`config.mk`:
```
export PLATFORM = sky130hd
export DESIGN_NAME = dmem_port_arbiter
export DESIGN_NICKNAME = d
export VERILOG_FILES = /design/src/rtl/dmem_arb_pkg.sv /design/src/rtl/arb_starve_counter.sv /design/src/rtl/dmem_port_arbiter.sv
export SDC_FILE = /design/constraint.sdc
export NUM_CORES = 1
export LEC_CHECK = 0
export ABC_AREA = 0
export CAP_MARGIN = 5
export CORE_AREA = 3 3 197 199
export CTS_CLUSTER_DIAMETER = 40
export CTS_CLUSTER_SIZE = 8
export DETAILED_ROUTE_END_ITERATION = 10
export DIE_AREA = 0 0 200 202
export GPL_ROUTABILITY_DRIVEN = 0
export PLACE_DENSITY = 0.39
export SYNTH_ARGS = -nofsm -noshare
export SYNTH_HDL_FRONTEND = slang
export SYNTH_SLANG_ARGS = --single-unit
```
`constraint.sdc`:
```
create_clock -name clk -period 1.5 [get_ports clk]
set_input_delay 0.3 -clock clk [delete_from_list [all_inputs] [get_ports clk]]
set_output_delay 0.3 -clock clk [all_outputs]
set_load 0.01 [all_outputs]
```
`src/rtl/dmem_arb_pkg.sv`:
```
// Shared types and constants for the data-memory port arbiter.
package dmem_arb_pkg;

  // Owner of the read that is in flight in the memory pipeline.
  typedef enum logic [1:0] {
    OWN_NONE = 2'd0,
    OWN_CORE = 2'd1,
    OWN_COP  = 2'd2
  } owner_t;

  localparam int DMEM_WORD_BYTES = 8;
  localparam int DMEM_BYTE_OFF   = $clog2(DMEM_WORD_BYTES);

  // Counter width able to hold 0..limit. The minimum is one bit so that a limit of 0 still gives a legal vector.
  function automatic int starve_cnt_width(input int limit);
    return (limit < 1) ? 1 : $clog2(limit + 1);
  endfunction

endpackage

```
`src/rtl/arb_starve_counter.sv`:
```
// Saturating count of consecutive cycles a coprocessor request has been denied.
module arb_starve_counter
  import dmem_arb_pkg::*;
#(
  parameter int STARVE_LIMIT = 4,
  localparam int CW          = starve_cnt_width(STARVE_LIMIT)
) (
  input  logic          clk,
  input  logic          reset,
  input  logic          waiting,
  input  logic          clear,
  output logic [CW-1:0] cnt,
  output logic          limit_hit
);

  assign limit_hit = (cnt == CW'(STARVE_LIMIT));

  // Count denied cycles up to the limit; any grant or a dropped request restarts it.
  // NOTE: state registers use non-blocking assignment so every flop samples pre-edge values.
  always_ff @(posedge clk or negedge reset) begin
    if (!reset) begin
      cnt <= '0;
    end else if (clear) begin
      cnt <= '0;
    end else if (waiting && !limit_hit) begin
      cnt <= cnt + CW'(1);
    end
  end

endmodule

```
`src/rtl/dmem_port_arbiter.sv`:
```
// Shares the single-ported data memory between the core load/store path and the coprocessor port.
// The core has priority until a coprocessor request has waited STARVE_LIMIT cycles.
module dmem_port_arbiter
  import dmem_arb_pkg::*;
#(
  parameter int N            = 64,
  parameter int AW           = 8,
  parameter int STARVE_LIMIT = 4
) (
  input  logic                       clk,
  input  logic                       reset,
  input  logic                       core_req,
  input  logic                       core_we,
  input  logic [N-1:0]               core_addr,
  input  logic [N-1:0]               core_wdata,
  input  logic [DMEM_WORD_BYTES-1:0] core_byteen,
  output logic                       core_stall,
  output logic                       core_rvalid,
  output logic [N-1:0]               core_rdata,
  input  logic                       cop_req,
  input  logic                       cop_we,
  input  logic [14:0]                cop_addr,
  input  logic [N-1:0]               cop_wdata,
  input  logic [DMEM_WORD_BYTES-1:0] cop_byteen,
  output logic                       cop_gnt,
  output logic                       cop_rvalid,
  output logic [N-1:0]               cop_rdata,
  output logic [AW-1:0]              mem_addr,
  output logic [N-1:0]               mem_data,
  output logic [DMEM_WORD_BYTES-1:0] mem_byteen,
  output logic                       mem_wren,
  output logic                       mem_rden,
  input  logic [N-1:0]               mem_q
);

  localparam int CW = starve_cnt_width(STARVE_LIMIT);

  logic          core_gnt;
  logic          limit_hit;
  logic [CW-1:0] starve_cnt;
  logic          acc_we;
  logic          acc_rd;
  owner_t        rd_owner;

  // Word-address selection drops the byte offset and wraps anything above the memory size.
  logic [AW-1:0] core_word;
  logic [AW-1:0] cop_word;
  assign core_word = core_addr[AW+DMEM_BYTE_OFF-1:DMEM_BYTE_OFF];
  assign cop_word  = cop_addr[AW+DMEM_BYTE_OFF-1:DMEM_BYTE_OFF];

  logic unused_bits;
  assign unused_bits = ^{core_addr[N-1:AW+DMEM_BYTE_OFF], core_addr[DMEM_BYTE_OFF-1:0],
                         cop_addr[14:AW+DMEM_BYTE_OFF], cop_addr[DMEM_BYTE_OFF-1:0], starve_cnt};

  assign core_gnt   = core_req & ~(cop_req & limit_hit);
  assign cop_gnt    = cop_req & ~core_gnt;
  assign core_stall = core_req & ~core_gnt;

  arb_starve_counter #(
    .STARVE_LIMIT(STARVE_LIMIT)
  ) u_starve (
    .clk      (clk),
    .reset    (reset),
    .waiting  (cop_req & ~cop_gnt),
    .clear    (cop_gnt | ~cop_req),
    .cnt      (starve_cnt),
    .limit_hit(limit_hit)
  );

  // Steer the granted requester onto the memory port; idle cycles park everything at zero.
  // NOTE: every output of this block gets a default first so no path can infer a latch.
  always_comb begin
    mem_addr   = '0;
    mem_data   = '0;
    mem_byteen = '0;
    acc_we     = 1'b0;
    acc_rd     = 1'b0;
    if (core_gnt) begin
      mem_addr   = core_word;
      mem_data   = core_wdata;
      acc_we     = core_we;
      acc_rd     = ~core_we;
      mem_byteen = core_we ? core_byteen : '1;
    end else if (cop_gnt) begin
      mem_addr   = cop_word;
      mem_data   = cop_wdata;
      acc_we     = cop_we;
      acc_rd     = ~cop_we;
      mem_byteen = cop_we ? cop_byteen : '1;
    end
  end

  // Strobes are masked while reset is low so no access reaches the memory during reset.
  assign mem_wren = acc_we & reset;
  assign mem_rden = acc_rd & reset;

  // Remember who owns the read now in the memory pipeline; the response appears next cycle.
  always_ff @(posedge clk or negedge reset) begin
    if (!reset) begin
      rd_owner <= OWN_NONE;
    end else if (mem_rden) begin
      rd_owner <= core_gnt ? OWN_CORE : OWN_COP;
    end else begin
      rd_owner <= OWN_NONE;
    end
  end

  assign core_rvalid = (rd_owner == OWN_CORE);
  assign cop_rvalid  = (rd_owner == OWN_COP);
  assign core_rdata  = mem_q;
  assign cop_rdata   = mem_q;

endmodule

```
==> flow_summary.json, run 1 <==
{
  "drtIter0Drc": 77,
  "ys_ff_latch": 5,
  "async_reset_ff_share_pct": 100.0,
  "critPathCapture": "mem_wren",
  "worst-setup-path-type": "flop to output pin",
  "finalHoldViolations": 0,
  "pwr-share-comb_pct": 73.0,
  "post-route-period-util_pct": 135.8,
  "rsz0062_at_grt": "yes",
  "tightest_slew_ns": 0.2868,
  "switching_power_uw": 732.7,
  "relSlewSlack_pct": 80.88,
  "yosysTopAreaCell": "buf_4",
  "drv_slew": 0,
  "worstReg2RegEnd": "rd_owner[0]$_DFF_PN0_",
  "diodes": 0,
  "dp_cells": 1081,
  "avgRoutedWirePerCell_um": 14.38,
  "min_period_ns": 2.037,
  "cts_buffers": 3,
  "synth-edff-count": 0,
  "start_util_pct": 6.929,
  "die_x_um": 200,
  "drtPass1Iterations": 4,
  "cts-root-buf": "clkbuf_16",
  "post_dp_cell_area_sq_mm": 0.005381,
  "intPower_uw": 1405,
  "ys_warn_count": 0,
  "synth_area_sq_mm": 0.002591,
  "dp_hpwl_um": 11430,
  "core_area_sq_mm": 0.03740,
  "ant_nets": 0,
  "layout-drive-gt1-share_pct": 39.02,
  "stdcell_area_sq_mm": 0.005916,
  "fin_ws_ns": -0.5369,
  "synth_cell_types": 24,
  "yosys-top-cells-area": "buf_4 37%, nand3_1 14%, o21ai_1 14%",
  "die_h_um": 202,
  "cts_sinks": 5,
  "synth.most_common_cell": "buf_4",
  "violations": "negative setup slack",
  "overflow": 0,
  "grt_pass1_wl_um": 21560,
  "cts_tree": "built",
  "powerDensity_mw_per_mm2": 361.4,
  "area_growth_pct": 128.3,
  "io_pins": 507,
  "p_leak_uw": 0.002350,
  "startpoint": "u_starve.cnt[1]$_DFFE_PN0P_",
  "arrival_ns": 1.74,
  "vias": 3467,
  "seqPwrFrac_pct": 6.7,
  "startpoint_type": "flop",
  "worstPathRequired_ns": 1.20,
  "fill_cells": 4287,
  "first_global_vias": 3601,
  "rr_worst_depth": 7,
  "yosysSeqAreaShare_pct": 4.829,
  "fp-row-count": 71,
  "finClkSkew_ns": 0.001323,
  "via_per_inst": 3.143,
  "route.detailed.drc": 0,
  "fin_nets": 888,
  "cts.hold.buffers_added": 0,
  "pre_cts_ws_ns": -0.7090,
  "reg2reg_slack_ns": 0.07,
  "vdd_drop_max_mv": 0.2706,
  "fin_hold_ws_ns": 0.4079,
  "routed_wl_um": 15860,
  "gr-usage-all-layers_pct": 6.878,
  "synth_nets": 741,
  "grt_max_degree": 35,
  "worstSkewPairLatency_ns": 0.23,
  "synth_top_area_share_pct": 37.08,
  "outcome": "complete, but fails checks",
  "syn_inst": 446,
  "clkPwrFrac_pct": 20.3,
  "worstHoldPathType": "input port to async pin",
  "cp-end-kind": "output pin",
  "io_buffers": 251,
  "timing.fmax_mhz": 490.9,
  "antenna_found_initial": 0,
  "worst-path-max-fanout": 23,
  "cts_buffer_depth": 2,
  "h-tree-depth": 1,
  "drv_cap": 0,
  "avgSynthCellArea_sq_um": 5.810,
  "power_uw": 2138,
  "setup_viol": 84,
  "swShare_pct": 34.28,
  "clk_pin_slew_ns": 0.03,
  "netlist_top_cells_count": "128 x buf_4, 75 x nand2_1, 73 x nand3_1",
  "die_area_sq_mm": 0.04040,
  "worstReg2RegStart": "u_starve.cnt[1]$_DFFE_PN0P_",
  "ys.flop_type": "dfrtp_1",
  "fin_cells": 1103
}
routing by layer:
metal,vias up,share of wire (%),global-route usage [%]
met4,0,3.4,2.493
met1,1562,38,7.611
met5,-,0,0
met2,207,48,12.05
li1,1654,-,-
met3,44,10,2.467
per-stage QoR:
| stage | utilization (%) | TNS, ns |
|---|---|---|
| after global placement | 14.39 | -52.03 |
| after floorplan | - | -6.550 |
| after global routing | 15.82 | -44.20 |
| after detailed placement | 14.39 | -51.35 |
| final | 15.82 | -37.48 |
| after CTS | 15.36 | -38.95 |
placed cells by master (no fill, tap or decap), types with 2 or more instances in the layout:
master | Yosys | layout
o21ai_1 | 72 | 26
nor2b_1 | 2 | 2
nor2_4 | 0 | 2
o21ai_2 | 0 | 25
inv_2 | 0 | 2
inv_1 | 12 | 10
buf_12 | 0 | 11
nand3_1 | 73 | 50
a31oi_4 | 0 | 8
clkbuf_16 | 0 | 6
a22oi_1 | 8 | 7
nand2b_1 | 8 | 8
dfrtp_1 | 5 | 5
buf_6 | 0 | 36
buf_4 | 128 | 30
nor2_1 | 5 | 3
buf_2 | 14 | 52
o21ai_4 | 0 | 21
dlygate4sd2_1 | 0 | 3
clkdlybuf4s50_1 | 0 | 163
nand2_1 | 75 | 74
nand3_2 | 0 | 21
buf_16 | 0 | 9
nand3_4 | 0 | 2
cell type report:
cell class | count | area [sq um] | share of cell area, %
Inverter | 12 | 45.04 | 0.7614
Tap cell | 511 | 639.4 | 10.81
Clock buffer | 4 | 78.83 | 1.332
Timing Repair Buffer | 307 | 3092 | 52.26
Multi-Input combinational cell | 264 | 1936 | 32.72
Sequential cell | 5 | 125.1 | 2.115
registers in the layout (all words and copies together), names as in the netlist:
name          flops
rd_owner          2
u_starve.cnt      3
critical path: stages, from the launching register on:
cell and delay (ns):
dfrtp_1 0.38, inv_2 0.07, ha_4 0.15, nand3_4 0.07, buf_6 0.18, and3_1 0.20
o21a_1 0.17, dlygate4sd2_1 0.28
cell families after synthesis:
logic type | Yosys count | synth area share [%]
AND/OR/NAND/NOR | 169 | 29.79
adder cells (fa/ha/maj) | 2 | 0.9656
flip-flops | 5 | 4.829
multiplexers | 1 | 0.3863
buffers and inverters | 177 | 44.86
AO/OA/AOI/OAI | 92 | 19.17
power by group through the flow:
stage | Sequential [uW] | Combinational, uW | Clock [uW]
after floorplan | 144 | 882 | 0
after global placement | 144 | 1480 | 0
after CTS | 142 | 1540 | 442
final | 142 | 1560 | 434
after global routing | 143 | 1680 | 453
after detailed placement | 143 | 1470 | 0
how the worst min path moves through the flow:
stage                                            from                           to
after floorplan                                 reset        rd_owner[0]$_DFF_PN0_
after global placement    u_starve.cnt[0]$_DFFE_PN0P_  u_starve.cnt[0]$_DFFE_PN0P_
after detailed placement  u_starve.cnt[0]$_DFFE_PN0P_  u_starve.cnt[0]$_DFFE_PN0P_
after CTS                                       reset        rd_owner[0]$_DFF_PN0_
after global routing                            reset        rd_owner[0]$_DFF_PN0_
final                                           reset        rd_owner[0]$_DFF_PN0_
repair_timing:
item                                    4_1_cts  5_1_grt
buffers inserted                              6        2
endpoints found under the setup margin       86       84
pin swaps                                    21       16
resized for setup                           397       45
cloned                                        7        4
No activity file was read; power rests on OpenSTA's default activity.
==> run 2: changes to the inputs <==
- REMOVE_ABC_BUFFERS: default -> 1
==> run 2 against run 1 <==
Compared with the run above:
- critical endpoint is now mem_data[24]
- setup slack improved by 0.0051 ns
- die area unchanged
- maximum frequency is 0.25% higher
- highest routed layer is now met5
- global-route usage increased by 8.2 points
- the flow still finishes with violations (negative setup slack)
- clock-buffer cell count unchanged
==> flow_summary.json, run 2 (synthesis results as in run 1) <==
{
  "worst-path-max-fanout": 7,
  "cp-end-kind": "output pin",
  "finalSetupTns_ns": -38.90,
  "drv_slew": 0,
  "cts_tree": "built",
  "top_layer": "met5",
  "rr_worst_depth": 8,
  "final_util_pct": 13.85,
  "finalHoldViolations": 0,
  "dr_wl_met2_um": 13930,
  "m1WireLength_um": 8864,
  "powerDensity_mw_per_mm2": 365.6,
  "worst-setup-path-type": "flop to output pin",
  "via_per_inst": 3.500,
  "drtPass1Iterations": 4,
  "relSlewSlack_pct": 79.86,
  "violations": "negative setup slack",
  "die_x_um": 200,
  "io_buffers": 251,
  "start_util_pct": 6.929,
  "reg2reg_slack_ns": 0.07,
  "die_h_um": 202,
  "routed_wl_um": 32750,
  "fill_cells": 4360,
  "grt_max_degree": 57,
  "ant_nets": 0,
  "startpoint_type": "flop",
  "avgRoutedWirePerCell_um": 30.05,
  "finClkSkew_ns": 0.003243,
  "final_common_cell": "clkdlybuf4s50_1",
  "worstPathRequired_ns": 1.20,
  "mostFrequentLayoutCells": "163 x clkdlybuf4s50_1, 77 x buf_2, 74 x nand2_1, 65 x nand3_1, 36 x o21ai_1",
  "diodes": 0,
  "power_uw": 1894,
  "tightest_slew_ns": 0.3022,
  "io_pins": 507,
  "path_cells": "inv_2 > ha_4 > nand3_4 > and2_4 > buf_8 > buf_12 > o21ai_2 > buf_2",
  "cts_buffers": 3,
  "fin_ws_ns": -0.5317,
  "cts_buffer_depth": 2,
  "cp_slowest_stage_delay_ns": 0.39,
  "fin_nets": 875,
  "die_area_sq_mm": 0.04040,
  "arrival_ns": 1.73,
  "dp_cells": 1072,
  "vdd_drop_max_mv": 0.3797,
  "pre_cts_ws_ns": -0.8047,
  "worstReg2RegStart": "u_starve.cnt[1]$_DFFE_PN0P_",
  "route.detailed.drc": 0,
  "h-tree-depth": 1,
  "core_area_sq_mm": 0.03740,
  "fin_cells": 1090,
  "cpLargestDelayFamily": "buffers and inverters",
  "worstSkewPairLatency_ns": 0.23,
  "largest_reg_flops": 3,
  "drtIter0Drc": 138,
  "vias": 3815,
  "cp_num_buf_inv": 4,
  "rsz0062_at_grt": "yes",
  "critPathSlowestCell": "dfrtp_1",
  "fp-row-count": 71,
  "antenna_found_initial": 3,
  "top_regs": "u_starve.cnt x3, rd_owner x2",
  "gr-usage-all-layers_pct": 15.10,
  "overflow": 0,
  "dp_hpwl_um": 28180,
  "first_global_vias": 3680,
  "layout-drive-gt1-share_pct": 32.47,
  "outcome": "complete, but fails checks",
  "p_leak_uw": 0.002124,
  "dr_wl_met3_um": 8633,
  "drv_cap": 0,
  "timing.fmax_mhz": 492.2,
  "worstHoldPathType": "input port to async pin",
  "cts-root-buf": "clkbuf_16",
  "setup_viol": 84,
  "grt_pass1_wl_um": 40080,
  "worstReg2RegEnd": "u_starve.cnt[0]$_DFFE_PN0P_",
  "largest-register": "u_starve.cnt",
  "cts_sinks": 5,
  "post-route-period-util_pct": 135.4,
  "min_period_ns": 2.032,
  "area_growth_pct": 99.86,
  "clk_pin_slew_ns": 0.03
}
## run 2: report_power, final
part | internal (uW) | switching [uW] | total [uW]
sequential | 140 | 2.67 | 143
combinational | 738 | 570 | 1310
clock | 352 | 90.0 | 443
total | 1230 | 663 | 1890
## run 2: metrics by stage
stage,cell area (sq um),hold WS (ns)
2_1_floorplan,1474,0.004409
3_3_place_gp,4979,0.5378
3_5_place_dp,4979,0.5320
4_1_cts,5017,0.4561
5_1_grt,5179,0.4594
6_report,5179,0.4587
## run 2: area by class of cell
cell class	count	area, sq um	area share, %
clock buffers	4	78.83	1.522
inverters	12	45.04	0.8698
multi-input cells	264	1574	30.39
flip-flops and latches	5	125.1	2.416
well taps	511	639.4	12.35
repair buffers	294	2716	52.45
## run 2: worst register-to-register path, stage by stage, from the launching register on
cell and delay (ns):
dfrtp_1 0.36, inv_2 0.06, ha_4 0.16, buf_4 0.13, buf_6 0.11, nand2_4 0.05
buf_6 0.10, buf_6 0.11, nor3b_1 0.25
## run 2: how the worst max path moves through the flow
stage	from	end	slack (ns)	cells past startpoint
2_1_floorplan	u_starve.cnt[0]$_DFFE_PN0P_	mem_byteen[0]	-2.79	5
4_1_cts	u_starve.cnt[0]$_DFFE_PN0P_	mem_data[46]	-0.55	7
5_1_grt	u_starve.cnt[1]$_DFFE_PN0P_	mem_data[24]	-0.59	8
6_report	u_starve.cnt[1]$_DFFE_PN0P_	mem_data[24]	-0.53	8
3_3_place_gp	u_starve.cnt[0]$_DFFE_PN0P_	mem_data[54]	-0.82	7
3_5_place_dp	u_starve.cnt[1]$_DFFE_PN0P_	mem_data[54]	-0.80	7
## run 2: per-layer routing
layer	up-vias	GRT usage [%]
met5	-	8.025
li1	1627	-
met3	35	17.84
met4	14	3.440
met1	1634	11.97
met2	505	23.26
## run 2: repair_timing
action | in CTS | in global routing
hold buffers | 0 | 0
resized for setup | 380 | 47
endpoints found under the setup margin | 86 | 84
pin swaps | 12 | 18
gates cloned | 3 | 0
setup buffers | 10 | 1
==> run 3: changes to the inputs <==
- CORE_AREA: 3 3 197 199 -> 3 3 195 197
- DIE_AREA: 0 0 200 202 -> 0 0 198 200
- clock period: 1.5 -> 2.6 ns (I/O delays scaled with it)
==> run 3 against run 2 <==
Compared with the run above:
- the run now ends clean
- sequential share of layout area is 0.19 points higher
- routed wire length is 4.2% lower
- clock skew is 0.0026 ns lower
- critical path type unchanged
- highest routed layer unchanged
==> flow_summary.json, run 3 (synthesis results as in run 1) <==
{
  "pre_cts_ws_ns": -0.06090,
  "timing.fmax_mhz": 411.8,
  "dp_cells": 1018,
  "largest_reg_flops": 3,
  "fin_nets": 850,
  "fill_cells": 4329,
  "avgRoutedWirePerCell_um": 30.71,
  "min_period_ns": 2.429,
  "tightest_slew_ns": 0.2925,
  "h-tree-depth": 1,
  "cts_sinks": 5,
  "die_h_um": 200,
  "drtPass1Iterations": 4,
  "largest-register": "u_starve.cnt",
  "layout-drive-gt1-share_pct": 5.054,
  "drv_slew": 0,
  "core_area_sq_mm": 0.03643,
  "drv_cap": 0,
  "first_global_vias": 3391,
  "multi_input_area_sq_mm": 0.001325,
  "vias": 3622,
  "worst-path-max-fanout": 20,
  "cts_buffer_depth": 2,
  "hp-start": "u_starve.cnt[0]$_DFFE_PN0P_",
  "p_leak_uw": 0.001978,
  "finalSetupTns_ns": 0,
  "via_per_inst": 3.544,
  "clk_pin_slew_ns": 0.03,
  "setup_viol": 0,
  "fp-row-count": 70,
  "post_cts_buffers": 0,
  "worst-setup-path-type": "flop to output pin",
  "finalHoldViolations": 0,
  "worstHoldPathType": "flop to flop",
  "cts_tree": "built",
  "ant_nets": 0,
  "worstSkewPairLatency_ns": 0.22,
  "hold_end": "u_starve.cnt[0]$_DFFE_PN0P_",
  "dp_hpwl_um": 27720,
  "diodes": 0,
  "fin_ws_ns": 0.1713,
  "powerDensity_mw_per_mm2": 213.9,
  "startpoint_type": "flop",
  "worstReg2RegEnd": "rd_owner[0]$_DFF_PN0_",
  "cts_buffers": 3,
  "final_common_cell": "clkdlybuf4s50_1",
  "fin_cells": 1022,
  "die_x_um": 198,
  "drtIter0Drc": 149,
  "antenna_found_initial": 1,
  "mostFrequentLayoutCells": "166 x clkdlybuf4s50_1, 81 x dlygate4sd2_1, 75 x nand2_1, 72 x nand3_1, 71 x o21ai_1",
  "grt_pass1_wl_um": 37880,
  "min_path_cells": 1,
  "worstPathRequired_ns": 2.08,
  "reg2reg_slack_ns": 1.07,
  "finClkSkew_ns": 0.0006116,
  "routed_wl_um": 31380,
  "cp-end-kind": "output pin",
  "die_area_sq_mm": 0.03960,
  "cts-root-buf": "clkbuf_16",
  "arrival_ns": 1.91,
  "rsz0062_at_grt": "no",
  "relSlewSlack_pct": 80.50,
  "top_regs": "u_starve.cnt x3, rd_owner x2",
  "fin_hold_ws_ns": 0.4702,
  "overflow": 0,
  "io_pins": 507,
  "ff_latch_area_sq_um": 125.1,
  "area_growth_pct": 85.18,
  "gr-usage-all-layers_pct": 14.60,
  "outcome": "complete, no violations",
  "post-route-period-util_pct": 93.41,
  "start_util_pct": 7.112,
  "vdd_drop_max_mv": 0.1097,
  "grt_max_degree": 55,
  "io_buffers": 251,
  "worstReg2RegStart": "u_starve.cnt[0]$_DFFE_PN0P_",
  "rr_worst_depth": 6,
  "route.detailed.drc": 0
}
run 3: per-layer routing:
metal	up-vias	GRT usage, %	share of wire (%)	wire length, um
li1	1571	-	-	-
met1	1554	12.24	30	9439
met2	465	23.72	44	13870
met3	24	15.19	22	7030
met4	8	2.883	2.3	712
met5	-	6.691	1.0	327
run 3: layout make-up:
class                      count  area share (%)
sequential                     5           2.608
timing repair buffer         269           54.99
clock buffer                   4           1.643
inverter                      12          0.9387
tap                          468           12.20
multi-input combinational    264           27.61
run 3: what timing repair did:
item | CTS | global route
hold buffers | 0 | 0
gates resized for setup | 84 | 3
hold endpoints to repair | 0 | 0
setup endpoints to repair | 83 | 2
pin swaps | 1 | 0
run 3: worst max-delay path by stage:
stage                           startpoint             to  slack, ns  cells past startpoint
6_report       u_starve.cnt[0]$_DFFE_PN0P_    mem_addr[1]       0.17                      7
5_1_grt        u_starve.cnt[0]$_DFFE_PN0P_    mem_addr[1]       0.06                      7
4_1_cts        u_starve.cnt[0]$_DFFE_PN0P_        cop_gnt       0.02                      7
3_5_place_dp                        cop_we       mem_rden      -0.06                      5
3_3_place_gp   u_starve.cnt[0]$_DFFE_PN0P_    mem_addr[7]      -0.07                      7
2_1_floorplan  u_starve.cnt[0]$_DFFE_PN0P_  mem_byteen[0]      -1.91                      5
run 3: through the flow:
stage	power, uW	area [sq um]	util [%]
global placement	856.6	4817	13.22
finish	1027	4798	13.17
global route	1098	4798	13.17
CTS	1042	4800	13.17
floorplan	271.1	1474	-
detailed placement	852.1	4817	13.22
run 3: worst max-delay path: stages (launching register included):
cell	delay (ns)
dfrtp_1	0.39
inv_1	0.07
ha_2	0.21
nand3_4	0.11
and2_4	0.21
buf_12	0.16
o21ai_1	0.17
dlygate4sd2_1	0.34
run 3: report_power, final:
group | internal, uW | switching (uW) | total, uW
Clock | 203 | 50.9 | 254
Combinational | 399 | 291 | 690
Sequential | 80.7 | 1.61 | 82.3
Total | 683 | 343 | 1030
==> patch 1, RTL diff (flow settings as in run 2) <==
Set the parameter `AW` to 9 (it was 8).
--- a/src/rtl/dmem_port_arbiter.sv
+++ b/src/rtl/dmem_port_arbiter.sv
@@ -4,7 +4,7 @@
   import dmem_arb_pkg::*;
 #(
   parameter int N            = 64,
-  parameter int AW           = 8,
+  parameter int AW           = 9,
   parameter int STARVE_LIMIT = 4
 ) (
   input  logic                       clk,
Interface: changed (resized mem_addr); port bits go from 507 to 508. The function was not compared with the original's and may differ.
==> patch 1 against run 2 <==
- the flow still finishes with violations (setup timing)
- setup slack got worse by 0.021 ns
- total power grew 8.7%
- die area unchanged
- clock power decreased by 1%
- synthesized area rose by 0.87%
- core utilization is 1.3 points higher
- worst hold slack worse by 0.011 ns
- sequential cell count stayed put
- via count rose by 3.8%
- routed wire length is 5.8% higher
- final area increased by 9.2%
- critical endpoint is now mem_byteen[6]
==> patch 1: results (changes against run 2) <==
| Metric | Value |
|---|---|
| R2R Path End | `rd_owner[0]$_DFF_PN0_` |
| FF/Latch Area | `125 um^2 (unchanged)` |
| Worst hold path type | `input pin to asynchronous set/reset pin` |
| Violated checks | `setup timing` |
| Crit path to | `mem_byteen[6]` |
| Filler Cells Inserted | `4326 (-0.78%)` |
| Seq/Total Area, Yosys | `0.0479 (-0.000416)` |
| Post-DP HPWL | `28600 um (+1.5%)` |
| Reg2Reg Setup Slack | `0.06 ns` |
| Total Wirelength | `34600 um (+5.8%)` |
| Clock Skew | `0.00170 ns (-0.00154 ns)` |
| CP startpoint | `u_starve.cnt[0]$_DFFE_PN0P_` |
| First DRT Iteration DRCs | `132 (-4.3%)` |
| Input/output buffers | `254 (+1.2%)` |
| Cell Area, Placed | `5060 um^2 (+1.6%)` |
| Vias/cell | `3.55 (+1.4%)` |
| DR pass1 iterations | `4 (unchanged)` |
| Yosys cell types | `25 (+4.2%)` |
| First-pass GRT wire length | `41900 um (+4.5%)` |
| H-tree depth | `1 (unchanged)` |
| CP delay by family, top | `buffers and inverters` |
| Final setup violation count | `85 (+1.2%)` |
| P_leak | `2.32 nW (+9.3%)` |
| Worst setup margin | `-0.553 ns (-0.0215 ns)` |
| VDD IR max | `288 uV (-24%)` |
| R2R depth | `7 (-1)` |
| Rel. slew slack | `0.757 (-0.0415)` |
| Vias in the first global route | `3999 (+8.7%)` |
| Fin nets | `901 (+3.0%)` |
| Status | `complete, but fails checks` |
| Share of layout cells above drive strength 1 | `0.395 (+0.0703)` |
| Slowest CP cell | `dfrtp_1` |
| Skew-Pair Late Insertion Delay | `0.23 ns (about the same)` |
| Largest net degree at the start of global routing | `39 (-32%)` |
| Initial antenna violation count | `0 (-3)` |
| Synth async-reset ratio | `1.00 (unchanged)` |
| Most instantiated cells after synthesis | `buf_4, nand2_1, nand3_1` |
| Ant. Diodes | `0 (unchanged)` |
| Worst-path clk slew | `0.03 ns (about the same)` |
| Bufs on Longest Clock Path | `2 (unchanged)` |
| CP arrival | `1.75 ns (+0.02 ns)` |
| GRT Total Usage | `0.157 (+0.00626)` |
| Ranking of synthesized cells by area | `buf_4, nand3_1, o21ai_1` |
[patch 1: cell count changes in the layout (fill, tap and decap cells not counted), moves of 4 or more]
cell,delta
a22oi_2,+5
o21ai_1,-22
buf_4,+11
a22oi_1,-5
o21ai_2,+20
buf_6,+11
clkbuf_16,+4
buf_2,-5
[patch 1: how the worst min path moves through the flow]
stage,startpoint,endpoint,slack [ns],cells past startpoint
after floorplan,reset,rd_owner[0]$_DFF_PN0_,0.004,0
after global placement,u_starve.cnt[0]$_DFFE_PN0P_,u_starve.cnt[0]$_DFFE_PN0P_,0.52,2
after detailed placement,u_starve.cnt[0]$_DFFE_PN0P_,u_starve.cnt[0]$_DFFE_PN0P_,0.54,2
after CTS,reset,rd_owner[1]$_DFF_PN0_,0.45,2
after global routing,reset,rd_owner[1]$_DFF_PN0_,0.47,2
final,reset,rd_owner[1]$_DFF_PN0_,0.45,2
[patch 1: report_power, final]
part | internal (W) | switching (W) | leakage, nW
Combinational | 0.000834 | 0.000644 | 2.22
Clock | 0.000352 | 0.0000855 | 0.0382
Sequential | 0.000140 | 0.00000247 | 0.0680
Total | 0.00133 | 0.000732 | 2.32
[patch 1: per-layer routing]
metal | part of all wire | routed length [um] | vias to the layer above | GRT usage
met3 | 0.24 | 8170 | 20 | 0.168
met5 | 0.016 | 565 | - | 0.105
li1 | - | - | 1684 | -
met2 | 0.44 | 15400 | 513 | 0.254
met4 | 0.018 | 608 | 8 | 0.0244
met1 | 0.29 | 9900 | 1734 | 0.129
[patch 1: cell type report]
class	count	share of cell area
clock buffer	4	0.0139
inverter	12	0.00796
sequential	5	0.0221
multi-input combinational	268	0.311
tap	511	0.113
timing repair buffer	316	0.532
[patch 1: cells by family after synthesis]
group | Yosys count | synth area share
flops | 5 | 0.0479
buf+inv | 178 | 0.448
simple gates | 171 | 0.299
mux | 1 | 0.00383
compound gates | 93 | 0.192
fa+ha+maj | 2 | 0.00957
[patch 1: stage by stage]
step	TNS, ns	setup slack (ns)	power, W	cells	hold slack [ns]
final	-40.03	-0.553	0.00206	1116	0.448
after global routing	-45.09	-0.605	0.00219	1116	0.471
after CTS	-39.22	-0.524	0.00198	1108	0.453
after detailed placement	-57.99	-0.799	0.00153	1090	0.537
after global placement	-57.12	-0.805	0.00153	1090	0.524
after floorplan	-235.64	-2.83	0.000473	284	0.00441
[patch 1: what timing repair did]
| action | CTS | global route |
|---|---|---|
| endpoints found under the setup margin | 87 | 85 |
| cloned | 6 | 6 |
| buffers inserted | 10 | 5 |
| pin swaps | 43 | 37 |
| gates resized for setup | 422 | 57 |
| hold buffers | 0 | 0 |
==> patch 2, RTL diff (settings of run 2) <==
Made on the original files. Make the reset (`reset`) synchronous in 2 clocked blocks.
--- a/src/rtl/arb_starve_counter.sv
+++ b/src/rtl/arb_starve_counter.sv
@@ -17,7 +17,7 @@
 
   // Count denied cycles up to the limit; any grant or a dropped request restarts it.
   // NOTE: state registers use non-blocking assignment so every flop samples pre-edge values.
-  always_ff @(posedge clk or negedge reset) begin
+  always_ff @(posedge clk) begin
     if (!reset) begin
       cnt <= '0;
     end else if (clear) begin
--- a/src/rtl/dmem_port_arbiter.sv
+++ b/src/rtl/dmem_port_arbiter.sv
@@ -95,7 +95,7 @@
   assign mem_rden = acc_rd & reset;
 
   // Remember who owns the read now in the memory pipeline; the response appears next cycle.
-  always_ff @(posedge clk or negedge reset) begin
+  always_ff @(posedge clk) begin
     if (!reset) begin
       rd_owner <= OWN_NONE;
     end else if (mem_rden) begin
Behaviour: differs if reset is asserted again (counterexample within 4 cycles, from zero or initial values and one cycle with reset low); with reset held inactive, the same outputs for 4 cycles.
==> patch 2 against run 2 <==
- the run still ends with setup timing left
- setup slack got worse by 0.0086 ns
- synthesized cell count stayed put
- final area is 0.82% lower
- sequential cell count unchanged
- total power fell by 0.55%
- worst hold slack gained 0.066 ns
- synthesized area is 0.53% lower
- clock skew down 0.0014 ns
- routed wire length decreased by 5.3%
- highest routed layer unchanged
==> patch 2: results (changes against run 2) <==
| Metric | Value |
|---|---|
| Vias in the first global route | `3656 (-0.65%)` |
| Post-place setup slack | `-0.695 ns (+0.110 ns)` |
| VDD IR max | `266 uV (-30%)` |
| Worst-path clk slew | `0.03 ns (about the same)` |
| Slowest CP cell | `dfxtp_2` |
| GR Layer Usage met3 | `0.156 (-0.0225)` |
| Slew @ Worst Pin | `0.262 ns (-0.0403 ns)` |
| Most instantiated cells after synthesis | `buf_4, nand2_1, nand3_1` |
| Largest net degree at the start of global routing | `39 (-32%)` |
| Synth async-reset ratio | `0 (-1.00)` |
| GRT Total Usage | `0.142 (-0.00919)` |
| Status | `complete, but fails checks` |
| Clk. pwr | `0.000439 W (-0.9%)` |
| Avg Cell Area, Syn | `5.78 um^2 (-0.53%)` |
| Ranking of synthesized cells by area | `buf_4, nand3_1, o21ai_1` |
| Initial antenna violation count | `0 (-3)` |
| Power density over the cells | `367 nW/um^2 (+0.27%)` |
| Violated checks | `setup timing` |
| Met1 Use GR | `0.129 (+0.00943)` |
| Largest stage delay, worst path | `0.32 ns (-0.07 ns)` |
| Skew-Pair Late Insertion Delay | `0.23 ns (about the same)` |
| Net switching power | `0.000659 W (-0.50%)` |
| Clock Skew | `0.00186 ns (-0.00138 ns)` |
| Cells on Worst Hold Path | `2` |
| Yosys cell types | `26 (+8.3%)` |
| First-pass GRT wire length | `38100 um (-4.9%)` |
| P_leak | `2.09 nW (-1.6%)` |
| Routed vias | `3757 (-1.5%)` |
| Setup_tns | `-36.39 ns (+2.51 ns)` |
| Sequential Power Share | `0.074` |
| M2 GR Usage | `0.213 (-0.0196)` |
| Final setup violation count | `84 (unchanged)` |
| Share of layout cells above drive strength 1 | `0.333 (+0.00806)` |
| Top_reg_cell synth | `dfxtp_1` |
| Worst hold path type | `flip-flop to flip-flop` |
| Total Wirelength | `31000 um (-5.3%)` |
| Cell Area, Placed | `4940 um^2 (-0.70%)` |
| Worst setup margin | `-0.540 ns (-0.00864 ns)` |
| Seq/Total Area, Yosys | `0.0388 (-0.00945)` |
| Dpl cells | `1075 (+0.28%)` |
| R2R depth | `8 (unchanged)` |
| Post-DP HPWL | `26200 um (-7.0%)` |
| First DRT Iteration DRCs | `157 (+14%)` |
| Vias/cell | `3.44 (-1.6%)` |
| Fin nets | `876 (+0.11%)` |
| H-tree depth | `1 (unchanged)` |
| Largest registers | `u_starve.cnt: 3 flops, rd_owner: 2 flops` |
-- patch 2: repair_timing --
action | in CTS | in global routing
gates cloned | 4 | 1
hold endpoints to repair | 0 | 0
pin swaps | 7 | 23
resized for setup | 370 | 53
buffers inserted | 6 | 2
setup endpoints to repair | 86 | 84
-- patch 2: logic make-up (layout without fill, tap and decap cells) --
logic type	Yosys count	after routing	synth area share
buffers and inverters	177	311	0.450
and+or+nand+nor	170	170	0.307
AOI/OAI and AO/OA	91	91	0.191
DFF	5	5	0.0388
adders and majority gates	2	2	0.00971
xor gates and xnor gates	1	1	0.00340
-- patch 2: final timing paths --
kind	from	slack, ns	end
min	u_starve.cnt[0]$_SDFFE_PP0P_	0.52	u_starve.cnt[0]$_SDFFE_PP0P_
max reg2reg	u_starve.cnt[1]$_SDFFE_PP0P_	0.09	rd_owner[0]$_SDFF_PN0_
min reg2reg	u_starve.cnt[0]$_SDFFE_PP0P_	0.52	u_starve.cnt[0]$_SDFFE_PP0P_
max	u_starve.cnt[1]$_SDFFE_PP0P_	-0.54	mem_data[20]
-- patch 2: per-layer routing --
metal | vias to the layer above | part of all wire | wire length, um
li1 | 1627 | - | -
met1 | 1593 | 0.31 | 9540
met2 | 503 | 0.41 | 12800
met3 | 26 | 0.25 | 7730
met4 | 8 | 0.014 | 432
met5 | - | 0.015 | 457
-- patch 2: worst min-delay path, stage by stage, from the launching register on --
cell,delay (ns)
dfxtp_2,0.33
buf_4,0.11
nor3b_1,0.04
-- patch 2: cell type report --
cell class,count,area (um^2)
clock buffers,4,78.8
multi-input cells,264,1580
repair buffers,296,2700
inverters,11,41.3
flip-flops and latches,5,103
fillers,4342,32300
well taps,511,639
